==> src/rtl/uart_pkg.sv <==
// Shared definitions for the buffered UART transmitter: FSM encodings,
// parity modes and the baud-rate table with its divisor helper.
package uart_pkg;

    typedef logic [2:0] state_t;

    localparam state_t ST_IDLE  = 3'd0;
    localparam state_t ST_START = 3'd1;
    localparam state_t ST_DATA  = 3'd2;
    localparam state_t ST_PAR   = 3'd3;
    localparam state_t ST_STOP  = 3'd4;

    localparam int PAR_NONE = 0;
    localparam int PAR_ODD  = 1;
    localparam int PAR_EVEN = 2;

    function automatic int unsigned baud_rate(input int unsigned sel);
        case (sel)
            0:       return 115200;
            1:       return 57600;
            2:       return 38400;
            3:       return 19200;
            4:       return 9600;
            5:       return 230400;
            6:       return 460800;
            default: return 921600;
        endcase
    endfunction

    // Rounded clk/baud ratio, evaluated at elaboration only.
    function automatic int unsigned baud_div(input int unsigned clk_hz, input int unsigned sel);
        longint unsigned b;
        longint unsigned num;
        b   = 64'(baud_rate(sel));
        num = 64'(clk_hz) + (b / 64'd2);
        return 32'(num / b);
    endfunction

endpackage

==> src/rtl/sync_fifo.sv <==
// Show-ahead synchronous FIFO with registered full/empty flags and an
// occupancy count; writes while full are ignored.
module sync_fifo #(
    parameter int W     = 8,
    parameter int DEPTH = 16
) (
    input  logic                     clk,
    input  logic                     reset,
    input  logic                     wr_en,
    input  logic [W-1:0]             wr_data,
    input  logic                     rd_en,
    output logic [W-1:0]             rd_data,
    output logic                     full,
    output logic                     empty,
    output logic [$clog2(DEPTH):0]   level
);

    localparam int AW = $clog2(DEPTH);
    localparam logic [AW:0] DEPTH_L = (AW+1)'(DEPTH);

    logic [W-1:0]  mem_q [DEPTH];
    logic [AW-1:0] wr_ptr_q, wr_ptr_d;
    logic [AW-1:0] rd_ptr_q, rd_ptr_d;
    logic [AW:0]   level_q, level_d;
    logic          full_q, full_d;
    logic          empty_q, empty_d;
    logic          do_wr, do_rd;

    always_comb begin
        do_wr    = wr_en && !full_q;
        do_rd    = rd_en && !empty_q;
        wr_ptr_d = wr_ptr_q;
        rd_ptr_d = rd_ptr_q;
        level_d  = level_q;
        // Power-of-two depth lets the pointers wrap naturally.
        if (do_wr) wr_ptr_d = wr_ptr_q + AW'(1);
        if (do_rd) rd_ptr_d = rd_ptr_q + AW'(1);
        case ({do_wr, do_rd})
            2'b10:   level_d = level_q + (AW+1)'(1);
            2'b01:   level_d = level_q - (AW+1)'(1);
            default: level_d = level_q;
        endcase
        full_d  = (level_d == DEPTH_L);
        empty_d = (level_d == '0);
    end

    always_ff @(posedge clk) begin
        if (reset) begin
            wr_ptr_q <= '0;
            rd_ptr_q <= '0;
            level_q  <= '0;
            full_q   <= 1'b0;
            empty_q  <= 1'b1;
        end else begin
            wr_ptr_q <= wr_ptr_d;
            rd_ptr_q <= rd_ptr_d;
            level_q  <= level_d;
            full_q   <= full_d;
            empty_q  <= empty_d;
        end
    end

    always_ff @(posedge clk) begin
        if (do_wr) mem_q[wr_ptr_q] <= wr_data;
    end

    assign rd_data = mem_q[rd_ptr_q];
    assign full    = full_q;
    assign empty   = empty_q;
    assign level   = level_q;

endmodule

==> src/rtl/uart_tx_fifo.sv <==
// Buffered UART transmitter: FIFO-fed serialiser with selectable baud,
// data width, parity and stop bits; queued frames go out back to back.
module uart_tx_fifo
    import uart_pkg::*;
#(
    parameter int unsigned CLK_HZ     = 50_000_000,
    parameter int          DATA_W     = 8,
    parameter int          FIFO_DEPTH = 16,
    parameter int          PARITY     = 0,
    parameter int          STOP_BITS  = 1
) (
    input  logic                          clk,
    input  logic                          reset,
    input  logic [2:0]                    baud_set,
    input  logic                          wr_en,
    input  logic [DATA_W-1:0]             wr_data,
    output logic                          full,
    output logic                          empty,
    output logic [$clog2(FIFO_DEPTH):0]   level,
    output logic                          overflow,
    output logic                          txd,
    output logic                          busy,
    output logic                          tx_done
);

    // Slowest rate (9600) sets the counter width.
    localparam int CNT_W = $clog2(baud_div(CLK_HZ, 32'd4) + 32'd1);

    logic [CNT_W-1:0] div_tab [8];

    for (genvar g = 0; g < 8; g++) begin : g_div
        assign div_tab[g] = CNT_W'(baud_div(CLK_HZ, g));
    end

    state_t           state_q, state_d;
    logic [CNT_W-1:0] baud_cnt_q, baud_cnt_d;
    logic [CNT_W-1:0] div_q, div_d;
    logic [3:0]       bit_cnt_q, bit_cnt_d;
    logic [DATA_W-1:0] shift_q, shift_d;
    logic             par_q, par_d;
    logic             txd_q, txd_d;
    logic             busy_q, busy_d;
    logic             stop_end_q, stop_end_d;
    logic             tx_done_q, tx_done_d;
    logic             overflow_q, overflow_d;

    logic              pop;
    logic              load;
    logic              bit_tick;
    logic [DATA_W-1:0] fifo_data;
    logic              fifo_full, fifo_empty;

    // Host handshake: wr_data is taken on any cycle with wr_en=1 and full=0;
    // a write while full is dropped and flagged on overflow the next cycle.
    sync_fifo #(
        .W     (DATA_W),
        .DEPTH (FIFO_DEPTH)
    ) u_fifo (
        .clk     (clk),
        .reset   (reset),
        .wr_en   (wr_en),
        .wr_data (wr_data),
        .rd_en   (pop),
        .rd_data (fifo_data),
        .full    (fifo_full),
        .empty   (fifo_empty),
        .level   (level)
    );

    always_comb begin
        state_d    = state_q;
        div_d      = div_q;
        bit_cnt_d  = bit_cnt_q;
        shift_d    = shift_q;
        par_d      = par_q;
        stop_end_d = 1'b0;
        load       = 1'b0;
        bit_tick   = (baud_cnt_q == (div_q - CNT_W'(1)));
        baud_cnt_d = bit_tick ? '0 : baud_cnt_q + CNT_W'(1);

        case (state_q)
            ST_IDLE: begin
                baud_cnt_d = '0;
                if (!fifo_empty) load = 1'b1;
            end
            ST_START: begin
                if (bit_tick) begin
                    state_d   = ST_DATA;
                    bit_cnt_d = '0;
                end
            end
            ST_DATA: begin
                if (bit_tick) begin
                    shift_d = shift_q >> 1;
                    if (bit_cnt_q == 4'(DATA_W - 1)) begin
                        bit_cnt_d = '0;
                        state_d   = (PARITY != PAR_NONE) ? ST_PAR : ST_STOP;
                    end else begin
                        bit_cnt_d = bit_cnt_q + 4'd1;
                    end
                end
            end
            ST_PAR: begin
                if (bit_tick) begin
                    state_d   = ST_STOP;
                    bit_cnt_d = '0;
                end
            end
            ST_STOP: begin
                if (bit_tick) begin
                    if (bit_cnt_q == 4'(STOP_BITS - 1)) begin
                        stop_end_d = 1'b1;
                        if (!fifo_empty) load = 1'b1;
                        else             state_d = ST_IDLE;
                    end else begin
                        bit_cnt_d = bit_cnt_q + 4'd1;
                    end
                end
            end
            default: state_d = ST_IDLE;
        endcase

        // Baud and parity are fixed per frame at the moment the word is popped.
        if (load) begin
            state_d    = ST_START;
            shift_d    = fifo_data;
            div_d      = div_tab[baud_set];
            par_d      = (^fifo_data) ^ (PARITY == PAR_ODD);
            baud_cnt_d = '0;
            bit_cnt_d  = '0;
        end
        pop = load;

        case (state_q)
            ST_START: txd_d = 1'b0;
            ST_DATA:  txd_d = shift_q[0];
            ST_PAR:   txd_d = par_q;
            default:  txd_d = 1'b1;
        endcase
        busy_d     = (state_q != ST_IDLE);
        tx_done_d  = stop_end_q;
        overflow_d = wr_en && fifo_full;
    end

    always_ff @(posedge clk) begin
        if (reset) begin
            state_q    <= ST_IDLE;
            baud_cnt_q <= '0;
            div_q      <= '0;
            bit_cnt_q  <= '0;
            shift_q    <= '0;
            par_q      <= 1'b0;
            txd_q      <= 1'b1;
            busy_q     <= 1'b0;
            stop_end_q <= 1'b0;
            tx_done_q  <= 1'b0;
            overflow_q <= 1'b0;
        end else begin
            state_q    <= state_d;
            baud_cnt_q <= baud_cnt_d;
            div_q      <= div_d;
            bit_cnt_q  <= bit_cnt_d;
            shift_q    <= shift_d;
            par_q      <= par_d;
            txd_q      <= txd_d;
            busy_q     <= busy_d;
            stop_end_q <= stop_end_d;
            tx_done_q  <= tx_done_d;
            overflow_q <= overflow_d;
        end
    end

    assign full     = fifo_full;
    assign empty    = fifo_empty;
    assign overflow = overflow_q;
    assign txd      = txd_q;
    assign busy     = busy_q;
    assign tx_done  = tx_done_q;

endmodule

==> config.mk <==
export PLATFORM = sky130hd
export DESIGN_NAME = uart_tx_fifo
export DESIGN_NICKNAME = d
export VERILOG_FILES = /design/src/rtl/uart_pkg.sv /design/src/rtl/sync_fifo.sv /design/src/rtl/uart_tx_fifo.sv
export SDC_FILE = /design/constraint.sdc
export NUM_CORES = 1
export LEC_CHECK = 0
export CELL_PAD_IN_SITES_DETAIL_PLACEMENT = 0
export CELL_PAD_IN_SITES_GLOBAL_PLACEMENT = 2
export CORE_ASPECT_RATIO = 1.5
export CORE_MARGIN = 2
export CORE_UTILIZATION = 46
export CTS_BUF_LIST = sky130_fd_sc_hd__clkbuf_2
export DETAILED_ROUTE_END_ITERATION = 10
export PLACE_DENSITY_LB_ADDON = 0.1
export SLEW_MARGIN = 15
export SYNTH_ARGS = -nofsm -noshare
export SYNTH_HDL_FRONTEND = slang
export SYNTH_SLANG_ARGS = --single-unit
==> constraint.sdc <==
create_clock -name clk -period 5.1 [get_ports clk]
set_input_delay 1.275 -clock clk [delete_from_list [all_inputs] [get_ports clk]]
set_output_delay 1.275 -clock clk [all_outputs]
set_load 0.03 [all_outputs]
# Word-level counts from Yosys, hierarchy flattened
# Memory sizes are Yosys's and may differ from the RTL's. A register that Yosys moved wholly into a read port is not among the register bits.
# Cells that the tools add are included.
op_classes:
  eq_ne: 26
  n_bitwise: 4
  n_addsub: 7
  mux: 29
  reduce_logical: 21
op_table:
  columns: ["op", "count"]
  rows:
  - ["two-way mux 4 bit", 7]
  - ["two-way mux 8 bit", 3]
  - ["two-way mux 3 bit", 7]
  - ["inequality test 3 x 2 -> 1 bit, second input constant", 6]
  - ["AND reduction 8 bit", 2]
  - ["one-hot mux 3 bit (5 select lines)", 1]
  - ["inequality test 2 bit, second input constant", 7]
  - ["adder 13 x 1 -> 13 bit, second input constant", 1]
  - ["== test 13 bit", 1]
  - ["subtractor 13 x 1 -> 13 bit, second input constant", 1]
  - ["adder 4 x 1 -> 4 bit, second input constant", 3]
  - ["one-hot mux 4 bit (3 select lines)", 1]
  - ["one-hot mux 5 bit (2 select lines)", 1]
  - ["XOR reduction 8 bit", 1]
  - ["two-way mux 1 bit", 7]
  - ["== test 3 x 2 -> 1 bit, second input constant", 2]
  - ["inequality test 2 x 1 -> 1 bit, second input constant", 3]
  - ["nonzero test 3 bit", 2]
  - ["adder 5 x 1 -> 5 bit, second input constant", 1]
  - ["== test 5 bit, second input constant", 1]
  - ["zero test 5 bit", 1]
  - ["AND reduction 5 bit", 1]
  - ["subtractor 5 x 1 -> 5 bit, second input constant", 1]
  - ["== test 4 x 3 -> 1 bit, second input constant", 1]
  - ["18 further kinds", 25]
word_totals:
  mem_count: 2
  reg_bits: 49
  input_bits: 14
  output_inout_bits: 11
  wordCells: 105
  rom_bits: 104
  mem_bits_rw: 128
memory_table:
  columns: ["name", "depth", "width", "read_ports", "rd_clocked_by_memory_dff", "write_ports", "line", "source"]
  rows:
  - ["u_fifo.mem_q", 16, 8, 1, 1, 1, "sync_fifo.sv:21", "logic [W-1:0] mem_q [DEPTH];"]
  - ["(no name shown)", 8, 13, 1, 1, 0, "uart_tx_fifo.sv:127", "div_d = div_tab[baud_set];"]

# Logic depth before layout (Yosys ltp)
# Gate-level depths: netlist of the first run.
logic_depth:
  depth_word: 8
  mapped_depth: 19
  depth_no_buf: 16

# Hierarchy
# From an unflattened synthesis of the first run, not the netlist that was laid out.
hier_totals:
  hier_cells: 628
  hier_area_um2: 8654.6
by_module_without_submodules:
  columns: ["mod", "area_per_inst_um2", "seq_area_each_um2", "cells_each", "instances"]
  rows:
  - ["sync_fifo", 5953.2, 4224.1, 303, 1]
  - ["uart_tx_fifo", 2701.3, 940.9, 325, 1]

# Worst setup path after synthesis of the first run
# OpenSTA, ideal clock, no wires.
synth_timing:
  kind: "reg-to-reg"
  start: "register div_q[0]"
  end: "register u_fifo.full_q (netlist: u_fifo.full)"
  path_stages_with_launch: 19
  period_less_slack_ns: 4.134
  slack_ns: 0.966
  arrival_ns: 4.005
  setup_ns: 0.129
  cell_sequence: "dfxtp_1 -> inv_1 -> ha_1 -> or3b_1 -> buf_2 -> nor2_2 -> a41oi_1 -> or4_4 -> nor4_2 -> o21ba_1 -> buf_4 -> clkbuf_1 -> ha_1 -> clkbuf_1 -> nor3_1 -> mux2i_1 -> xor2_1 -> and2b_1 -> nor3b_2"
synth_via:
  elab_chain_cells: 8
  word_cells_on_any_way: 9
synth_lines:
  columns: ["element", "line", "source"]
  rows:
  - ["start, declared", "uart_tx_fifo.sv:37", "logic [CNT_W-1:0] div_q, div_d;"]
  - ["subtractor 13 x 1 -> 13 bit *", "uart_tx_fifo.sv:78", "bit_tick = (baud_cnt_q == (div_q - CNT_W'(1)));"]
  - ["== test 13 bit *", "uart_tx_fifo.sv:78", null]
  - ["two-way mux 1 bit *", "uart_tx_fifo.sv:110", "if (bit_tick) begin"]
  - ["one-hot mux 1 bit (2 select lines) *", "uart_tx_fifo.sv:81", "case (state_q)"]
  - ["logical AND 1 bit *", "sync_fifo.sv:31", "do_rd = rd_en && !empty_q;"]
  - ["== test 2 x 1 -> 1 bit / == test 2 bit (equally long branches)", "sync_fifo.sv:38", "case ({do_wr, do_rd})"]
  - ["one-hot mux 5 bit (2 select lines) *", "sync_fifo.sv:38", null]
  - ["== test 5 bit *", "sync_fifo.sv:43", "full_d = (level_d == DEPTH_L);"]
  - ["end signal, assigned", "sync_fifo.sv:58", "full_q <= full_d;"]
  - ["end, declared", "sync_fifo.sv:25", "logic full_q, full_d;"]
# Mark *: on every way between the ends. The rest lies on a longest branch, timed or not.
# A chain may end at the register's enable or synchronous reset.

# Worst setup path after layout of the first run
# Same ends and word-level chain as after synthesis.

==> results_dict.tcl, run 1 <==
set metrics [dict create \
    status "completed" \
    die-width_um 115 \
    grt_pass1_vias 4865 \
    cts_root_buf "clkbuf_2" \
    worstPathArrival_ns 4.98 \
    clk_pin_slew_worst_paths_ns 0.31 \
    via_per_inst 5.53 \
    clock-sinks 194 \
    clk_latency_ns 0.78 \
    required_ns 5.79 \
    p_int_uw 2630 \
    totalWireLength_um 16200 \
    syn_inst 618 \
    cts_resized 0 \
    hpwlAfterDp_um 11400 \
    groute.layer.met2.usage 0.329 \
    yosys-top-cells-area "edfxtp_1 45%, dfxtp_1 16%, mux4_2 11%" \
    hold_viol_final 0 \
    p_leak_uw 0.00305 \
    stdcell_count 866 \
    fmax_mhz 233 \
    num_vias 4787 \
    drive_gt1_frac 0.154 \
    grt-busiest-layer "met2" \
    cts_tree "built" \
    layout_common_cells "128 x edfxtp_1, 78 x nor2_1, 65 x dfxtp_1, 40 x mux4_2, 26 x nand2_1" \
    ir_worst_vdd_v 0.000220 \
    io_buffers 24 \
    nets 666 \
    grt_overflow 0 \
    switchingPower_uw 1340 \
    async_flop_share 0 \
    grt_pass1_wl_um 26100 \
    tns_ns 0 \
    ys.flop_type "edfxtp_1" \
    postCtsHoldBufs 0 \
    rows 60 \
    synth.distinct_cells 60 \
    fillerInstances 1561 \
    relSlewSlack 0.346 \
    seqPwrFrac 0.491 \
    post_cts.repair.setup_buffers 0 \
    switching_share 0.339 \
    area_growth_pct 8.03 \
    path_cells "inv_1 > ha_1 > or3b_1 > nor2_2 > a41oi_1 > or4_4 > nor4_2 > o21ai_2 > xnor2_1 > ha_1 > a21oi_1 > xnor2_1 > xnor2_1 > a31oi_1 > and2b_1 > nor3b_2" \
    drc 0 \
    antenna_found_initial 1 \
    syn_nets 649 \
    globalplace.congestion 0.864 \
    dpl_cell_area_sq_um 8870 \
    synth-edff-count 128 \
    end_kind "flop" \
    die_y_um 170 \
    ys_seq_area_frac 0.611 \
    postLayoutCellArea_sq_um 9130 \
    p_comb_frac 0.314 \
    grt_use_met3 0.0321 \
    finalPower_uw 3970 \
    dp_cells 833 \
    rsz0062_at_grt "no" \
    htree_levels 4 \
    critPathMaxStageDelay_ns 0.60 \
    worst-setup-path-type "reg2reg" \
    wire_per_inst_um 18.7 \
    fp.dieArea_sq_um 19500 \
    synth_area_per_cell_sq_um 13.7 \
    coreArea_sq_um 17900 \
    track_usage 0.177 \
    fin_skew_ns 0.0423 \
    ios 25 \
    worstSetupStartpointType "flop" \
    use_met1 0.202 \
    clk_path_buf_depth 2 \
    cp_max_fo 7 \
    drtIter0Drc 257 \
    grt_max_degree 54 \
    p_per_area_nw_per_um2 435 \
    initial_core_util 0.471 \
    firstDrtPassIters 6 \
    setup-violations-final 0 \
    period_share 0.840 \
    cts_buffers 17 \
    period_needed_ns 4.28 \
    clockPowerShare 0.195 \
    synth_largest_area_cell "edfxtp_1" \
    slew_violations 0 \
    worstMarginPinSlew_ns 0.980 \
    ant_nets 0 \
    synth_top_area_share 0.455 \
    synth_seq_cells 194 \
    slowest_stage "or4_4" \
    hold_path.class "reg2reg" \
    cpMostUsedCell "xnor2_1" \
    ys_warn_count 0 \
    synth_area_sq_um 8450 \
    drv_cap 0 \
    final_common_cell "edfxtp_1" \
]
-- power groups by stage --
stage	clock [uW]	combinational, uW	sequential (uW)
global route	858	1370	1980
CTS	796	1260	1960
global placement	0	1250	1990
detailed placement	0	1260	1990
finish	773	1250	1950
floorplan	0	1030	1930
-- sequential cells by signal, summed over array words and instances (netlist names), named ones only --
| signal | flops |
|---|---|
| bit_cnt_q | 4 |
| overflow | 1 |
| tx_done | 1 |
| shift_q | 8 |
| busy | 1 |
| u_fifo.level | 5 |
| baud_cnt_q | 13 |
| u_fifo.mem_q | 128 |
| u_fifo.full | 1 |
| state_q | 3 |
| par_q | 1 |
| u_fifo.rd_ptr_q | 4 |
| txd | 1 |
| u_fifo.wr_ptr_q | 4 |
| stop_end_q | 1 |
| div_q | 13 |
| u_fifo.empty | 1 |
-- metrics by stage --
stage / hold slack (ns) / utilization / setup WS [ns]
2_1_floorplan: 0.414 / - / 0.966
3_3_place_gp: 0.423 / 0.494 / 0.914
3_5_place_dp: 0.440 / 0.494 / 0.784
6_report: 0.468 / 0.509 / 0.817
5_1_grt: 0.498 / 0.509 / 0.509
4_1_cts: 0.476 / 0.509 / 0.764
-- cell type report --
cell class                 instances  area, sq um  share of cell area
timing repair buffer              33          303              0.0332
inverter                          17         63.8             0.00699
clock buffer                      17         85.1             0.00932
tap                              217          272              0.0297
antenna                            1         2.50            0.000274
multi-input combinational        372         3060               0.335
clock inverter                    15          174              0.0191
sequential                       194         5170               0.566
-- per-layer routing --
metal  vias to the layer above  share of wire  wire [um]
met4                         0          0.020        320
met2                        68           0.56       9110
li1                       2314              -          -
met1                      2381           0.39       6390
met5                         -              0          0
met3                        24          0.023        373
-- cell usage after synthesis (all sizes together) (2+ instances only) --
| library cell | instances |
|---|---|
| dfxtp | 66 |
| nor3 | 15 |
| ha | 17 |
| o21ba | 2 |
| or2 | 4 |
| or3 | 3 |
| or3b | 2 |
| a211oi | 7 |
| xor2 | 24 |
| buf | 15 |
| mux2i | 15 |
| a22oi | 8 |
| a21o | 3 |
| nor2b | 7 |
| nor3b | 2 |
| inv | 17 |
| clkbuf | 20 |
| nand3 | 13 |
| or4 | 4 |
| nand2 | 27 |
| a31oi | 3 |
| nor4 | 4 |
| and3 | 8 |
| xnor2 | 23 |
| edfxtp | 128 |
| a21oi | 21 |
| o21ai | 13 |
| o211ai | 2 |
| nand4 | 3 |
| nand2b | 5 |
| mux2 | 2 |
| a41oi | 3 |
| nor2 | 80 |
| mux4 | 40 |
| nand4b | 2 |
-- logic make-up after synthesis --
group / share of synthesized area
simple gates: 0.108
mux: 0.127
buf+inv: 0.0264
xor+xnor: 0.0487
fa+ha+maj: 0.0252
compound gates: 0.0532
flops: 0.611
-- path summary, 6_finish.rpt --
path	startpoint	end	slack (ns)	cells past startpoint
setup reg to reg	div_q[0]	u_fifo.full	0.82	16
setup / recovery	div_q[0]	u_fifo.full	0.82	16
hold / removal	stop_end_q	tx_done	0.47	1
hold reg to reg	stop_end_q	tx_done	0.47	1
-- worst max-delay path, delay by kind of cell, from the launching register on --
family	cells	cell delay [ns]
AOI/OAI and AO/OA	4	0.75
xor gates and xnor gates	3	0.45
adders and majority gates	2	0.48
buffers and inverters	1	0.09
DFF	1	0.46
and+or+nand+nor	6	1.97
No activity file was read; power rests on OpenSTA's default activity.
==> run 2: changes to the inputs <==
--- a/config.mk
+++ b/config.mk
@@ -9,7 +9,7 @@
 export CELL_PAD_IN_SITES_GLOBAL_PLACEMENT = 2
 export CORE_ASPECT_RATIO = 1.5
 export CORE_MARGIN = 2
-export CORE_UTILIZATION = 46
+export CORE_UTILIZATION = 42
 export CTS_BUF_LIST = sky130_fd_sc_hd__clkbuf_2
 export DETAILED_ROUTE_END_ITERATION = 10
 export PLACE_DENSITY_LB_ADDON = 0.1
==> constraint.sdc (replaced) <==
create_clock -name clk -period 3.55 [get_ports clk]
set_input_delay 0.8875 -clock clk [delete_from_list [all_inputs] [get_ports clk]]
set_output_delay 0.8875 -clock clk [all_outputs]
set_load 0.03 [all_outputs]
==> run 2 against run 1 <==
The flow now finishes with violations (setup timing). Largest cell class unchanged. Cell count rose by 9.4%. Highest routed layer unchanged. First-iteration DRC count rose by 8.2%. Sequential cell count did not move. Utilization fell by 2.3 points. Power rose by 53%.
==> results_dict.tcl, run 2 (synthesis results as in run 1) <==
set metrics [dict create \
    status "complete, but fails checks" \
    failed_checks "setup timing" \
    globalplace.congestion 0.767 \
    die_y_um 178 \
    fin_skew_ns 0.0469 \
    final_common_cell "edfxtp_1" \
    p_leak_uw 0.00328 \
    antenna_found_initial 1 \
    cp_max_fo 4 \
    slew_violations 0 \
    p_comb_frac 0.355 \
    rows 63 \
    die-width_um 120 \
    period_share 1.01 \
    firstDrtPassIters 5 \
    period_needed_ns 3.59 \
    clock-sinks 194 \
    switchingPower_uw 2030 \
    hold_path.class "reg2reg" \
    p_int_uw 4050 \
    r2r-start "div_q[1]" \
    finalPower_uw 6080 \
    via_per_inst 5.18 \
    worst-setup-path-type "reg2reg" \
    cts_buffers 17 \
    rsz0062_at_grt "yes" \
    worstPathArrival_ns 4.27 \
    crit_start "div_q[1]" \
    seqPwrFrac 0.457 \
    worstSetupStartpointType "flop" \
    fin_util 0.486 \
    p_per_area_nw_per_um2 632 \
    num_vias 4902 \
    clk_latency_ns 0.79 \
    layout_common_cells "128 x edfxtp_1, 78 x nor2_1, 59 x dfxtp_1, 44 x buf_4, 40 x mux4_2" \
    grt_max_degree 33 \
    worstRegToRegCells 17 \
    largest_reg_flops 128 \
    initial_core_util 0.427 \
    worst_hold_slack_ns 0.467 \
    wire_per_inst_um 18.3 \
    setup_ws_ns -0.0382 \
    cts_root_buf "clkbuf_2" \
    postCtsHoldBufs 0 \
    whs_endpoint "tx_done" \
    drv_cap 0 \
    end_kind "flop" \
    clockPowerShare 0.188 \
    grt_pass1_wl_um 28000 \
    clk_path_buf_depth 2 \
    cts_tree "built" \
    grt_overflow 0 \
    htree_levels 4 \
    worstReg2RegEnd "u_fifo.full" \
    ir_worst_vdd_v 0.000369 \
    hpwlAfterDp_um 12200 \
    drc 0 \
    drive_gt1_frac 0.235 \
    pre_cts_ws_ns -0.0838 \
    ios 25 \
    required_ns 4.23 \
    r2r_setup_slack_ns -0.04 \
    holdCritStartpoint "stop_end_q" \
    area_growth_pct 13.8 \
    fp.dieArea_sq_um 21300 \
    nets 704 \
    hold_viol_final 0 \
    worstMarginPinSlew_ns 0.627 \
    relSlewSlack 0.582 \
    clk_pin_slew_worst_paths_ns 0.28 \
    grt_pass1_vias 5132 \
    track_usage 0.175 \
    io_buffers 24 \
    reg.largest.list "u_fifo.mem_q x128, baud_cnt_q x13, div_q x13" \
    setup-violations-final 3 \
    ant_nets 0 \
    switching_share 0.334 \
    whs_path_depth 1 \
    drtIter0Drc 278 \
    top_register "u_fifo.mem_q" \
    fmax_mhz 279 \
    coreArea_sq_um 19800 \
    totalWireLength_um 17300 \
]
## run 2: worst max-delay path by stage
stage / end / slack [ns]
floorplan: u_fifo.empty / -0.03
global placement: u_fifo.full / -0.05
global route: u_fifo.full / -0.21
detailed placement: u_fifo.full / -0.08
CTS: u_fifo.full / -0.03
finish: u_fifo.full / -0.04
## run 2: power by group through the flow
stage	sequential [uW]	combinational [uW]	clock, uW
finish	2770	2160	1140
global route	2810	2360	1280
CTS	2770	2120	1200
detailed placement	2820	2060	0
global placement	2810	2050	0
floorplan	2780	1560	0
## run 2: per-stage QoR
step / area, sq um / TNS (ns) / std cells
2_1_floorplan: 8540 / -0.0637 / 618
3_3_place_gp: 9230 / -0.0898 / 907
3_5_place_dp: 9230 / -0.158 / 907
4_1_cts: 9540 / -0.0405 / 944
5_1_grt: 9610 / -0.681 / 947
6_report: 9610 / -0.0633 / 947
## run 2: what timing repair did
action,4_1_cts,5_1_grt
endpoints found under the setup margin,3,4
gates resized for setup,7,11
pin swaps,13,17
buffers inserted,5,3
## run 2: cell type report
class	instances	area [sq um]
fill	1770	10200
sequential	194	5180
multi-input combinational	372	3180
timing repair buffer	71	608
tap	260	325
clock inverter	15	173
clock buffer	17	85.1
inverter	17	63.8
antenna	1	2.50
## run 2: worst max-delay path, stage by stage (launching register included)
cell     delay, ns
dfxtp_4       0.42
inv_2         0.06
ha_4          0.14
or3b_4        0.41
or3_1         0.31
a21o_1        0.16
a32o_2        0.24
nor4_4        0.24
buf_4         0.18
o21ai_4       0.07
xnor2_2       0.15
ha_2          0.21
a21oi_4       0.18
xnor2_2       0.14
xnor2_1       0.08
a31oi_1       0.17
and2b_1       0.21
nor3b_2       0.15
## run 2: per-layer routing
metal | GRT usage | vias up | share of wire
li1 | - | 2395 | -
met1 | 0.194 | 2439 | 0.40
met2 | 0.333 | 47 | 0.57
met3 | 0.0341 | 21 | 0.018
met4 | 0.0569 | 0 | 0.016
met5 | 0 | - | 0
==> RTL edit 1 (flow settings as in run 1) <==
Make the reset (`reset`) asynchronous in 2 clocked blocks.
--- a/src/rtl/sync_fifo.sv
+++ b/src/rtl/sync_fifo.sv
@@ -46,3 +46,3 @@
 
-    always_ff @(posedge clk) begin
+    always_ff @(posedge clk or posedge reset) begin
         if (reset) begin
--- a/src/rtl/uart_tx_fifo.sv
+++ b/src/rtl/uart_tx_fifo.sv
@@ -144,3 +144,3 @@
 
-    always_ff @(posedge clk) begin
+    always_ff @(posedge clk or posedge reset) begin
         if (reset) begin
Formal check against the unedited RTL: differs if reset is asserted again (counterexample within 4 cycles, from zero or initial values and one cycle with reset high); with reset held inactive, the same outputs for 10 cycles.
==> RTL edit 1 against run 1 <==
  * Routed wire length is 10% higher
  * Total power is 23% higher
  * Synthesized cell count is 1.9% higher
  * Clock power hardly changed
  * Critical path type unchanged
  * Largest cell class unchanged
  * Worst hold slack worse by 0.076 ns
  * Final area is 2.8% higher
  * Sequential share of layout area is 0.95 points higher
  * Area after synthesis is 1.7% higher
  * Critical endpoint is now u_fifo.full
  * Sequential cell count is 4 lower
  * Largest power group unchanged
  * Setup slack worse by 0.22 ns
  * Fmax is 4.9% lower
==> RTL edit 1: results (changes against run 1) <==
grt met1 use 22.2% (+2.0 points); first-pass GRT wire length 28.8 mm (+10%); synthesized instance count 630 (+1.9%); met2 Usage GRT 35.9% (+3.0 points); maximum vdd drop 0.239 mV (+8.3%); Critical Path Sink u_fifo.full; ys async rst share 32.6% (+33 points); cell depth of the worst flop-to-flop path 13 (-3); # nets final 685 (+2.9%); Non-Filler Instances 920 (+6.2%); Synth cell types 62 (+3.3%); pin count of the biggest net entering global routing 32 (-41%); Worst Clk Skew 0.0550 ns (+0.0128 ns); CP startpoint div_q[3]; First-pass DRT Iterations 5 (-1); top area cells in the synthesized netlist edfxtp_1 (45%), dfrtp_1 (17%), mux2i_1 (4.4%), mux4_2 (4.2%), xnor2_1 (2.9%); leakage 3.45 nW (+13%); drt wl/cell 19.4 um (+3.9%); Post-Syn Nets 661 (+1.8%); Hold Crit Start stop_end_q; post-synthesis sequential area ratio 62.8% (+1.7 points); Critical Path AT 5.19 ns (+0.21 ns); R2R Setup Slk 0.60 ns (-0.22 ns); drt via density 5.41 (-2.1%); met3 global-route usage 3.31% (+0.11 points); vias in the first global route 5224 (+7.4%); status finished clean; Total GRT Usage 19.5% (+1.8 points); Placer Congestion 0.843 (-2.4%); placed cell count 887 (+6.5%)
## RTL edit 1: layout make-up
| type | instances | area (um2) |
|---|---|---|
| fillers | 1579 | 9010 |
| flip-flops and latches | 190 | 5400 |
| multi-input cells | 391 | 3000 |
| repair buffers | 34 | 315 |
| well taps | 252 | 315 |
| clock inverters | 15 | 191 |
| clock buffers | 17 | 85.1 |
| inverters | 20 | 75.1 |
| diodes | 1 | 2.50 |
## RTL edit 1: how the worst min path moves through the flow
| stage | end | slack [ns] | cells after the start |
|---|---|---|---|
| after floorplan | tx_done | 0.33 | 0 |
| after global placement | tx_done | 0.34 | 0 |
| after detailed placement | tx_done | 0.34 | 0 |
| after CTS | tx_done | 0.39 | 0 |
| after global routing | tx_done | 0.40 | 0 |
| final | tx_done | 0.39 | 0 |
## RTL edit 1: routing by layer
layer  share of wire (%)  vias to the layer above
met5                   0                        -
met4                 2.9                        0
met3                 2.2                       30
met2                  55                       76
met1                  40                     2475
li1                    -                     2398
## RTL edit 1: through the flow
stage	instance area [um2]	hold WS (ns)	setup WS [ns]	util, %
after floorplan	8600	0.331	0.700	-
after global placement	9100	0.335	0.609	49.5
after detailed placement	9100	0.336	0.408	49.5
after CTS	9380	0.392	0.595	51.0
after global routing	9380	0.404	0.376	51.0
final	9380	0.392	0.596	51.0
## RTL edit 1: cell families (layout without fill, tap and decap cells)
logic type	Yosys count	in the layout	share of synthesized area (%)
flops	190	190	62.8
mux	57	57	9.01
simple gates	168	168	10.5
fa+ha+maj	17	17	2.47
compound gates	102	102	7.95
buf+inv	49	86	2.37
xor+xnor	47	47	4.88
other cells	0	1	0
## RTL edit 1: power by group
group	internal (W)	switching [W]	leakage (nW)	total (W)
Combinational	0.000839	0.00103	1.36	0.00187
Clock	0.000175	0.000599	0.152	0.000775
Sequential	0.00193	0.000315	1.93	0.00225
Total	0.00295	0.00194	3.45	0.00489
## RTL edit 1: critical path, stage by stage, from the launching register on
cell,delay (ns)
dfrtp_1,0.53
or4_1,0.68
nor3_1,0.25
xnor2_1,0.11
or4_4,0.55
or4_4,0.56
and2_4,0.18
xnor2_1,0.15
ha_1,0.22
nand3b_1,0.10
or3_1,0.37
o211ai_4,0.23
xor2_2,0.20
nor4bb_2,0.30
==> RTL edit 2 (flow settings as in run 1) <==
Without the edit above. `FIFO_DEPTH`: 16 -> 32.
--- a/src/rtl/uart_tx_fifo.sv
+++ b/src/rtl/uart_tx_fifo.sv
@@ -7,3 +7,3 @@
     parameter int          DATA_W     = 8,
-    parameter int          FIFO_DEPTH = 16,
+    parameter int          FIFO_DEPTH = 32,
     parameter int          PARITY     = 0,
Ports: changed (resized level); port bits go from 25 to 26. No check against the original RTL was run, so the function may have changed too.
==> RTL edit 2 against run 1 <==
  * Setup slack lost 0.30 ns
  * Clock skew grew 0.040 ns
  * Sequential power grew 67%
  * Area after synthesis grew 62%
  * Sequential cell count grew 132
  * Fmax shrank 6.6%
  * Critical path depth grew 1
  * Die area grew 60%
  * Global-route usage grew 2.8 points
  * Total power grew 70%
  * Routed wire length grew 89%
  * Final area grew 65%
  * Utilization grew 0.25 points
  * Critical endpoint is now u_fifo.empty
  * Highest routed layer unchanged
==> RTL edit 2: results (changes against run 1) <==
drt via density 5.46 (-1.3%); cell depth of the worst flop-to-flop path 17 (+1); DP HPWL 20.2 mm (+77%); leakage 5.01 nW (+64%); grt met1 use 21.6% (+1.4 points); Synth Area in XOR/XNOR 3.01% (-1.9 points); clk slew on worst S/H paths 0.10 ns (-0.21 ns); CTS H-Tree Depth 3 (-1); fillcell total 2535 (+62%); post-synthesis sequential area ratio 66.4% (+5.3 points); layout cells sized above 1 22.7% (+7.2 points); # nets final 991 (+49%); synthesized instance count 886 (+43%); routed wire length 30.6 mm (+89%); status finished clean; CP max FO 10 (+3); Detail Route met2 WL 17.1 mm (+87%); met3 global-route usage 4.26% (+1.1 points); biggest regs u_fifo.mem_q: 256 flops, baud_cnt_q: 13 flops, div_q: 13 flops; First-pass DRT Iterations 5 (-1); met2 Usage GRT 37.4% (+4.5 points); Placer Congestion 0.839 (-2.9%); Worst Clk Skew 0.0823 ns (+0.0400 ns); vias in the first global route 8254 (+70%); Critical Path AT 5.32 ns (+0.34 ns); most common library cells after synthesis edfxtp_1 (256), nor2_1 (119), mux4_2 (74), dfxtp_1 (70), clkbuf_1 (33); DP Area 14400 um2 (+62%); slew at the pin with the worst max-slew slack 0.982 ns (+0.00180 ns); maximum vdd drop 0.252 mV (+14%); pin count of the biggest net entering global routing 47 (-13%); wl on met1 11.0 mm (+72%); Hold WS 0.443 ns (-0.0250 ns); Post-synth EDFFs 256 (+100%); compound-gate portion of the synthesized area 4.37% (-0.94 points); Total GRT Usage 20.5% (+2.8 points)
[RTL edit 2: layout make-up]
cell class	count	area, um2	share of cell area [%]
flip-flops and latches	326	9090	60.5
multi-input cells	494	4320	28.7
clock buffers	112	561	3.73
well taps	395	494	3.29
repair buffers	40	335	2.23
clock inverters	22	141	0.941
inverters	21	78.8	0.525
diodes	1	2.50	0.0167
[RTL edit 2: how the worst max path moves through the flow]
stage             start  slack (ns)  cells after the start      endpoint
3_5_place_dp   div_q[0]        0.54                     17  u_fifo.empty
4_1_cts        div_q[0]        0.53                     17  u_fifo.empty
5_1_grt        div_q[5]        0.23                     17  u_fifo.empty
6_report       div_q[0]        0.51                     17  u_fifo.empty
2_1_floorplan  div_q[5]        0.48                     21  u_fifo.empty
3_3_place_gp      wr_en        0.60                     17  u_fifo.empty
[RTL edit 2: worst max-delay path, stage by stage, from the launching register on]
cell      delay (ns)
dfxtp_1         0.38
or4_4           0.59
or4_1           0.48
a32oi_1         0.20
mux2i_1         0.17
or4_1           0.54
a21o_1          0.21
inv_2           0.06
ha_1            0.34
a21oi_1         0.19
a21oi_1         0.16
nor2_1          0.07
nand2_1         0.07
o21ai_0         0.07
a21o_1          0.18
a221o_1         0.37
o221ai_1        0.26
o31ai_1         0.10
[RTL edit 2: kinds of logic (layout without fill, tap and decap cells)]
group / Yosys count / count (layout)
other cells: 0 / 1
mux: 99 / 99
flops: 326 / 326
compound gates: 87 / 87
buf+inv: 66 / 195
fa+ha+maj: 17 / 17
simple gates: 244 / 244
xor+xnor: 47 / 47
[RTL edit 2: power by group]
group          internal [W]  switching [W]  leakage [nW]
sequential          0.00298       0.000265          2.88
clock              0.000685        0.00101         0.539
combinational      0.000877       0.000909          1.59
